$ cat src/rtl/haze_pkg.sv
// haze_pkg: register map, reset saturation limits and width helper shared by the haze mixer.
package haze_pkg;
    localparam logic [15:0] A_GAIN = 16'h0100;
    localparam logic [15:0] A_STEP = 16'h0140;
    localparam logic [15:0] A_MAX  = 16'h0144;
    localparam logic [15:0] A_MIN  = 16'h0148;
    localparam logic [15:0] A_STAT = 16'h014C;
    localparam logic [15:0] A_SR   = 16'h0200;
    localparam logic [15:0] A_GB   = 16'h020C;
    localparam logic [15:0] A_NCH  = 16'h0210;
    localparam logic signed [13:0] OUT_MAX_RST = 14'sh1FFF;
    localparam logic signed [13:0] OUT_MIN_RST = 14'sh2000;

    function automatic int clog2(input int n);
        int r;
        r = 0;
        for (int v = n - 1; v > 0; v = v >> 1) r++;
        return r;
    endfunction
endpackage

$ cat src/rtl/haze_gain_ramp.sv
// haze_gain_ramp: slews one current gain toward its target by at most step per cycle.
module haze_gain_ramp
    import haze_pkg::*;
#(
    parameter int GAINBITS = 24
) (
    input  logic                       clk_i,
    input  logic                       rstn_i,
    input  logic signed [GAINBITS-1:0] tgt_i,
    input  logic        [GAINBITS-2:0] step_i,
    output logic signed [GAINBITS-1:0] cur_o,
    output logic                       ramp_o
);
    logic signed [GAINBITS-1:0] cur_q, cur_d;
    logic signed [GAINBITS:0]   diff, mag, stp;

    // One extra bit keeps the difference and its magnitude exact across the full gain range.
    always_comb begin
        diff  = (GAINBITS+1)'(tgt_i) - (GAINBITS+1)'(cur_q);
        mag   = diff < 0 ? -diff : diff;
        stp   = (GAINBITS+1)'(step_i);
        cur_d = (step_i == '0 || mag <= stp) ? tgt_i
              : diff < 0 ? cur_q - GAINBITS'(step_i) : cur_q + GAINBITS'(step_i);
    end

    always_ff @(posedge clk_i or negedge rstn_i) begin
        if (!rstn_i) cur_q <= '0;
        else         cur_q <= cur_d;
    end

    assign cur_o  = cur_q;
    assign ramp_o = cur_q != tgt_i;
endmodule

$ cat src/rtl/red_pitaya_haze_mixer.sv
// red_pitaya_haze_mixer: NCH-channel gain-slewed mixer with 4-stage pipeline,
// programmable output clamp and a simple register bus.
module red_pitaya_haze_mixer
    import haze_pkg::*;
#(
    parameter int NCH      = 4,
    parameter int GAINBITS = 24,
    parameter int SR       = 12
) (
    input  logic              clk_i,
    input  logic              rstn_i,
    input  logic [NCH*14-1:0] dat_i,
    output logic [13:0]       dat_o,
    output logic              sat_o,
    input  logic [15:0]       addr,
    input  logic              wen,
    input  logic              ren,
    input  logic [31:0]       wdata,
    output logic              ack,
    output logic [31:0]       rdata
);
    localparam int PW = 14 + GAINBITS;
    localparam int SW = PW + clog2(NCH);

    logic signed [GAINBITS-1:0] tgt_q [NCH];
    logic signed [GAINBITS-1:0] cur   [NCH];
    logic signed [GAINBITS-1:0] g_q   [NCH];
    logic signed [13:0]         x_q   [NCH];
    logic signed [PW-1:0]       p_q   [NCH];
    logic        [GAINBITS-2:0] step_q;
    logic signed [13:0]         max_q, min_q, dat_q, dat_d;
    logic signed [SW-1:0]       acc, y_q, y_d, c1, c2;
    logic [NCH-1:0]             ramp, gsel;
    logic                       sat_q, sat_d, ack_q;
    logic [31:0]                rdata_q, rdata_d;
    logic                       unused_wdata;

    assign unused_wdata = &{1'b0, wdata};

    for (genvar k = 0; k < NCH; k++) begin : g_ramp
        haze_gain_ramp #(.GAINBITS(GAINBITS)) u_ramp (
            .clk_i  (clk_i),
            .rstn_i (rstn_i),
            .tgt_i  (tgt_q[k]),
            .step_i (step_q),
            .cur_o  (cur[k]),
            .ramp_o (ramp[k])
        );
    end

    always_comb begin
        rdata_d = '0;
        gsel    = '0;
        for (int i = 0; i < NCH; i++) begin
            gsel[i] = addr == A_GAIN + 16'(4 * i);
            if (gsel[i]) rdata_d = 32'(tgt_q[i]);
        end
        rdata_d = addr == A_STEP ? 32'(step_q)
                : addr == A_MAX  ? 32'(max_q)
                : addr == A_MIN  ? 32'(min_q)
                : addr == A_STAT ? 32'(ramp)
                : addr == A_SR   ? 32'(SR)
                : addr == A_GB   ? 32'(GAINBITS)
                : addr == A_NCH  ? 32'(NCH)
                : rdata_d;
        acc = '0;
        for (int i = 0; i < NCH; i++) acc = acc + SW'(p_q[i]);
        y_d = acc >>> SR;
        // Max is applied first so an inverted window resolves to out_min.
        c1    = y_q > SW'(max_q) ? SW'(max_q) : y_q;
        c2    = c1 < SW'(min_q) ? SW'(min_q) : c1;
        dat_d = c2[13:0];
        sat_d = c2 != y_q;
    end

    always_ff @(posedge clk_i or negedge rstn_i) begin
        if (!rstn_i) begin
            tgt_q   <= '{default: '0};
            g_q     <= '{default: '0};
            x_q     <= '{default: '0};
            p_q     <= '{default: '0};
            step_q  <= '0;
            max_q   <= OUT_MAX_RST;
            min_q   <= OUT_MIN_RST;
            y_q     <= '0;
            dat_q   <= '0;
            sat_q   <= 1'b0;
            ack_q   <= 1'b0;
            rdata_q <= '0;
        end else begin
            ack_q <= wen | ren;
            if (ren) rdata_q <= rdata_d;
            if (wen) begin
                for (int i = 0; i < NCH; i++) if (gsel[i]) tgt_q[i] <= wdata[GAINBITS-1:0];
                if (addr == A_STEP) step_q <= wdata[GAINBITS-2:0];
                if (addr == A_MAX)  max_q  <= wdata[13:0];
                if (addr == A_MIN)  min_q  <= wdata[13:0];
            end
            for (int i = 0; i < NCH; i++) begin
                x_q[i] <= dat_i[14*i +: 14];
                g_q[i] <= cur[i];
                p_q[i] <= PW'(x_q[i]) * PW'(g_q[i]);
            end
            y_q   <= y_d;
            dat_q <= dat_d;
            sat_q <= sat_d;
        end
    end

    assign dat_o = dat_q;
    assign sat_o = sat_q;
    assign ack   = ack_q;
    assign rdata = rdata_q;
endmodule

$ cat config.mk
export PLATFORM = sky130hd
export DESIGN_NAME = red_pitaya_haze_mixer
export DESIGN_NICKNAME = d
export VERILOG_FILES = /design/src/rtl/haze_pkg.sv /design/src/rtl/haze_gain_ramp.sv /design/src/rtl/red_pitaya_haze_mixer.sv
export SDC_FILE = /design/constraint.sdc
export NUM_CORES = 2
export LEC_CHECK = 0
export BUFFER_PORTS_ARGS = -buffer_cell sky130_fd_sc_hd__buf_2
export CAP_MARGIN = 20
export CORE_MARGIN = 3
export CORE_UTILIZATION = 23
export DETAILED_ROUTE_END_ITERATION = 8
export PLACE_DENSITY = 0.36
export REMOVE_ABC_BUFFERS = 1
export SYNTH_ARGS = -nofsm -noshare
export SYNTH_HDL_FRONTEND = slang
export SYNTH_SLANG_ARGS = --single-unit
$ cat constraint.sdc
create_clock -name clk_i -period 14.5 [get_ports clk_i]
set_input_delay 0.725 -clock clk_i [delete_from_list [all_inputs] [get_ports clk_i]]
set_output_delay 0.725 -clock clk_i [all_outputs]
set_load 0.005 [all_outputs]
# [Word-level counts from Yosys, hierarchy flattened]
# Index checks and enable logic that the tools add are counted.
[classes] reduce_logical=12 mul=4 addsub=19 mux=25 order_cmp=10 bitwise_logic=1 n_eq_ne=16
[ops] operator="2-to-1 mux 32 bit" count=11
[ops] operator="2-to-1 mux 24 bit" count=8
[ops] operator="multiplier 14 x 24 -> 38 bit" count=4
[ops] operator="== test 16 x 9 -> 1 bit (second input constant)" count=8
[ops] operator="less-or-equal comparator 25 x 24 -> 1 bit" count=4
[ops] operator="< comparator 25 x 1 -> 1 bit (second input constant)" count=4
[ops] operator="2-to-1 mux 25 bit" count=4
[ops] operator="negation 25 bit" count=4
[ops] operator="subtractor 24 x 24 -> 25 bit" count=4
[ops] operator="adder 24 x 23 -> 24 bit" count=4
[ops] operator="inequality test 24 bit" count=4
[ops] operator="subtractor 24 x 23 -> 24 bit" count=4
[ops] operator="2-to-1 mux 40 bit" count=2
[ops] operator="== test 16 x 10 -> 1 bit (second input constant)" count=3
[ops] operator="adder 39 x 38 -> 40 bit" count=1
[ops] operator="adder 40 x 38 -> 40 bit" count=1
[ops] operator="< comparator 40 x 14 -> 1 bit" count=1
[ops] operator="inequality test 40 x 28 -> 1 bit" count=1
[ops] operator="adder 38 x 38 -> 39 bit" count=1
[ops] operator="> comparator 28 x 14 -> 1 bit" count=1
[ops] operator="zero test 23 bit" count=1
[ops] operator="AND reduction 2 bit" count=7
[ops] operator="logical OR 1 bit" count=4
[ops] operator="bitwise OR 1 bit" count=1
[word_totals] output_inout_bits=48 inputBits=108 word_cells=115 register_bits=623

# [Depth between registers and ports, before layout]
[depth] depth_word=12 ltp_mapped=31 ltp_nobuf=27

# [Cells and area by module]
# From an unflattened synthesis, not the netlist that was laid out.
[unflattened] cells_unflattened=9256 hier_area_um2=88731.4
[by_module_without_submodules] mod="red_pitaya_haze_mixer" seq_area_each_um2=13005.0 n_inst=1 cells_per_inst=6540 area_per_inst_um2=67230.7
[by_module_without_submodules] mod="haze_gain_ramp" seq_area_each_um2=600.6 n_inst=4 cells_per_inst=679 area_per_inst_um2=5375.2

# [Worst setup path after synthesis]
# Ideal clock, no wire load.
[synth_path] path_kind="register to register" start="register x_q[44] in the netlist's numbering" end="register p_q[150] in the netlist's numbering" t_required_ns=14.420 arrival_ns=6.769 stages_incl_launch_ff=25 setup_ns=0.080 path_buffers=1 period_less_slack_ns=6.849 slack_ns=7.651 path_cell_list="dfrtp_1 > clkbuf_1 > nand2_1 > fa_1 > inv_1 > fa_1 > fa_1 > inv_1 > fa_1 > fa_1 > inv_1 > fa_1 > ha_1 > a2111oi_0 > o21ai_0 > a41oi_1 > a211oi_1 > o21a_1 > a31o_2 > o41ai_1 > a2bb2oi_1 > a211oi_1 > o31ai_1 > a21oi_1 > xnor2_1"
[synth_between] elab_chain_cells=1
[synth_lines] item="start, declared" line="red_pitaya_haze_mixer.sv:28" rtl="logic signed [13:0] x_q [NCH];"
[synth_lines] item="start signal, assigned by index" line="red_pitaya_haze_mixer.sv:100" rtl="x_q[i] <= dat_i[14*i +: 14];"
[synth_lines] item="multiplier 14 x 24 -> 38 bit" line="red_pitaya_haze_mixer.sv:102" rtl="p_q[i] <= PW'(x_q[i]) * PW'(g_q[i]);"
[synth_lines] item="end signal, assigned by index" line="red_pitaya_haze_mixer.sv:102"
[synth_lines] item="end, declared" line="red_pitaya_haze_mixer.sv:29" rtl="logic signed [PW-1:0] p_q [NCH];"
# No other way between the ends.
# A chain may end at the register's enable or synchronous reset.

# [Worst setup path in the final report]
[layout_path] start="register max_q[13]" end="register sat_q, in the netlist sat_o"
[layout_between] elab_chain_cells=5
[layout_lines] item="start, declared" line="red_pitaya_haze_mixer.sv:31" rtl="logic signed [13:0] max_q, min_q, dat_q, dat_d;"
[layout_lines] item="start signal, assigned" line="red_pitaya_haze_mixer.sv:96" rtl="if (addr == A_MAX) max_q <= wdata[13:0];"
[layout_lines] item="> comparator 28 x 14 -> 1 bit" line="red_pitaya_haze_mixer.sv:70" rtl="c1 = y_q > SW'(max_q) ? SW'(max_q) : y_q;"
[layout_lines] item="2-to-1 mux 40 bit *" line="red_pitaya_haze_mixer.sv:70"
[layout_lines] item="< comparator 40 x 14 -> 1 bit" line="red_pitaya_haze_mixer.sv:71" rtl="c2 = c1 < SW'(min_q) ? SW'(min_q) : c1;"
[layout_lines] item="2-to-1 mux 40 bit *" line="red_pitaya_haze_mixer.sv:71"
[layout_lines] item="inequality test 40 x 28 -> 1 bit *" line="red_pitaya_haze_mixer.sv:73" rtl="sat_d = c2 != y_q;"
[layout_lines] item="via sat_d" line="red_pitaya_haze_mixer.sv:34" rtl="logic sat_q, sat_d, ack_q;"
[layout_lines] item="end signal, assigned" line="red_pitaya_haze_mixer.sv:106" rtl="sat_q <= sat_d;"
[layout_lines] item="end, declared" line="red_pitaya_haze_mixer.sv:34"
# The timed path passes the listed nets; every way through them passes the cells marked *.

==> flow_summary.ini <==
[outcome]
status = finished clean

[routing]
routed_wire_length_per_instance_microns = 22.23
route.detailed.drc = 0
detailedRoute.firstPassIterationCount = 7
vias_post_dr = 63720
drtIter0Drc = 4102
vias_per_cell = 4.516
routed_wl_microns = 313700
ant_nets = 0

[timing]
fin_crit_ns = 8.662
timing_max_transition_violations_final = 0
grt_setup_unrepaired = false
tns_ns = 0
tightestPinTransition_ns = 1.209
fin_ws_ns = 5.838
period_share_pct = 59.74
finalHoldViolations = 0
relSlewSlack_pct = 19.37
timing.hold.ws_ns = 0.06201
final.setup_skew_ns = 0.1118
fmax_mhz = 115.4
setup_viol = 0

[setup_path]
r2r.worst_path.cells = 24
r2r_setup_slack_ns = 5.84
worst_path_class_setup = reg2reg
worst-endpoint-arrival_ns = 9.13
critical_path.startpoint_type = register
crit_start = max_q[13]
timing.critical_path.to_type = register
r2r_end = sat_o
critical_path.reg2reg.startpoint = max_q[13]
crit_path_max_fanout = 32
worstPathRequired_ns = 14.97

[grt]
globalRouteTotalUtil_pct = 16.53
antenna_found_initial = 40
grt_max_degree = 139
grt-ovfl-total = 0
wire_length_of_the_first_global_routing_pass_microns = 468400
first_global_vias = 68530

[power]
totalPowerFinal_mw = 5.975
p_leak_nw = 44.91
power_density_nw_per_um2 = 61.98
max-vdd-ir-drop_v = 0.0001023

[synth]
synth_top_area_share_pct = 31.31
postSynthRegisterBits = 615
async_flop_share_pct = 100.0
syn-cell-area_sq_um = 85930
yosys_warnings = 0
postSynthCellCount = 8964
synth_area_leaders = fa_1 (31%), dfrtp_1 (18%), ha_1 (11%)
post_synthesis_average_cell_area_sq_um = 9.586
synth_cell_types = 92
number_of_flops_mapped_to_enable_cells_by_yosys = 0
synth_top_cell_by_area = fa_1
postSynth.topFlopCell = dfrtp_1
ys_seq_area_share_pct = 17.93

[place]
detailedPlace.worstSlack_ns = 5.897
buffer_ports.inserted = 147
place.gp.congestion = 0.8801
dp_hpwl_microns = 253500

[die]
core_region_area_sq_um = 370500
placement_rows = 223
io_pins = 156
starting_density_pct = 23.19
die_height_microns = 617.2
chipWidth_microns = 617.2
die_area_sq_um = 381000

[cts]
cts_buffers = 92
deepest_clock_path_buffer_count = 4
h-tree-depth = 3
tritoncts = yes
ctsRootBufferMaster = clkbuf_16
cts_repair_resize_count = 0
clk_transition_reported_paths_ns = 0.06
clock-sinks = 615
postCtsHoldBufs = 50
post_cts.repair.setup_buffers = 0
clock_insertion_delay_worst_skew_ns = 0.86

[final_layout]
layout.cells.most_common_list = inv_1 (1416), fa_1 (1344), nand2_1 (941), ha_1 (725), dfrtp_1 (601)
finalCoreUtilization_pct = 26.02
final_net_count = 11240
area_growth_pct = 12.19
layout-drive-gt1-share_pct = 8.272
mostFrequentLayoutCell = inv_1

[run]
maxCapViolations = 0

[min_path]
hold_start = dat_i[21]
worst_hold_end = x_q[35]
worst_hold_path_type = in2reg
worst_hold_path.num_cells = 1
## power breakdown
group | internal, mW | switching, mW | leakage (nW) | total [mW]
Clock | 1.41 | 0.981 | 1.53 | 2.40
Combinational | 0.577 | 1.03 | 35.3 | 1.61
Sequential | 1.81 | 0.165 | 8.06 | 1.97
Total | 3.80 | 2.18 | 44.9 | 5.97
## state kept, by name, summed over array words and instances, names as in the netlist
signal,count
ack,1
dat_o,14
g_q,96
g_ramp.u_ramp.cur_o,96
max_q,14
min_q,14
p_q,152
rdata,24
sat_o,1
step_q,23
tgt_q,96
x_q,56
y_q,28
## per-stage QoR
step	instance area [sq um]	instances
4_1_cts	96290	14070
2_1_floorplan	84630	8633
5_1_grt	96380	14100
3_5_place_dp	92680	13860
3_3_place_gp	92640	13860
6_report	96400	14110
## Yosys cell counts, types with 40 or more instances
master and count:
inv_1 1416, and2_1 562, a31oi_1 49, xnor2_1 389
o21bai_1 40, dfrtp_1 601, a21o_1 147, nor3_1 104
ha_1 725, mux2_2 221, fa_1 1344, nand2b_1 125
o21a_1 74, nor2b_1 69, nand2_1 943, clkbuf_1 302
nor2_1 394, nand4_1 63, a21oi_1 334, xor2_1 122
a211oi_1 46, nand3_1 98, o21ai_0 208, or3_1 40
## kinds of logic (layout without fill, tap and decap cells)
group                    after synthesis  in the layout  synth area share (%)
AND/OR/NAND/NOR                     2569           2569                 14.70
adder cells (fa/ha/maj)             2069           2069                 41.87
buffers and inverters               1751           1914                 7.714
AO/OA/AOI/OAI                       1184           1184                 9.050
flip-flops                           615            615                 17.93
XOR/XNOR                             511            511                 5.208
multiplexers                         265            265                 3.532
other                                  0             33                     0
## cell type report
type | count | area (sq um)
Antenna cell | 33 | 82.58
Clock buffer | 114 | 2565
Multi-Input combinational cell | 6598 | 63970
Inverter | 1420 | 5330
Clock inverter | 49 | 545.5
Timing Repair Buffer | 331 | 2306
Fill cell | 39840 | 274100
Tap cell | 4950 | 6193
Sequential cell | 615 | 15410
## worst max-delay path by stage
| stage | slack, ns | end | depth (start not counted) |
|---|---|---|---|
| finish | 5.84 | sat_o | 24 |
| CTS | 5.83 | sat_o | 24 |
| global placement | 5.90 | sat_o | 24 |
| detailed placement | 5.90 | sat_o | 24 |
| floorplan | 6.86 | sat_o | 22 |
| global route | 5.14 | sat_o | 21 |
## critical path, stage by stage (launching register included)
cell	delay, ns
dfrtp_1	0.69
inv_1	0.48
ha_1	0.47
nand4_1	0.14
nor3_1	0.49
nand2_1	0.17
a21oi_1	0.13
o21ai_0	0.22
a31oi_1	0.69
nand2_1	0.56
buf_4	0.43
o21ai_0	0.29
ha_1	0.31
a21o_1	0.16
a21o_1	0.17
a21o_1	0.18
a21o_1	0.19
a211oi_1	0.23
o31a_1	0.17
o21bai_1	0.16
or2_2	0.41
mux4_2	0.44
a2111oi_0	0.44
and4_1	0.26
nand4_1	0.38
## metal layers
layer  GRT usage, %  wire length, microns  vias to the layer above
met4          4.956                  9570                        4
li1               -                     -                    28980
met5              0                    27                        -
met2          27.67                149500                     1252
met3          1.807                 12330                      288
met1          22.34                142300                    33200
Power figures use the tool's default switching activity.
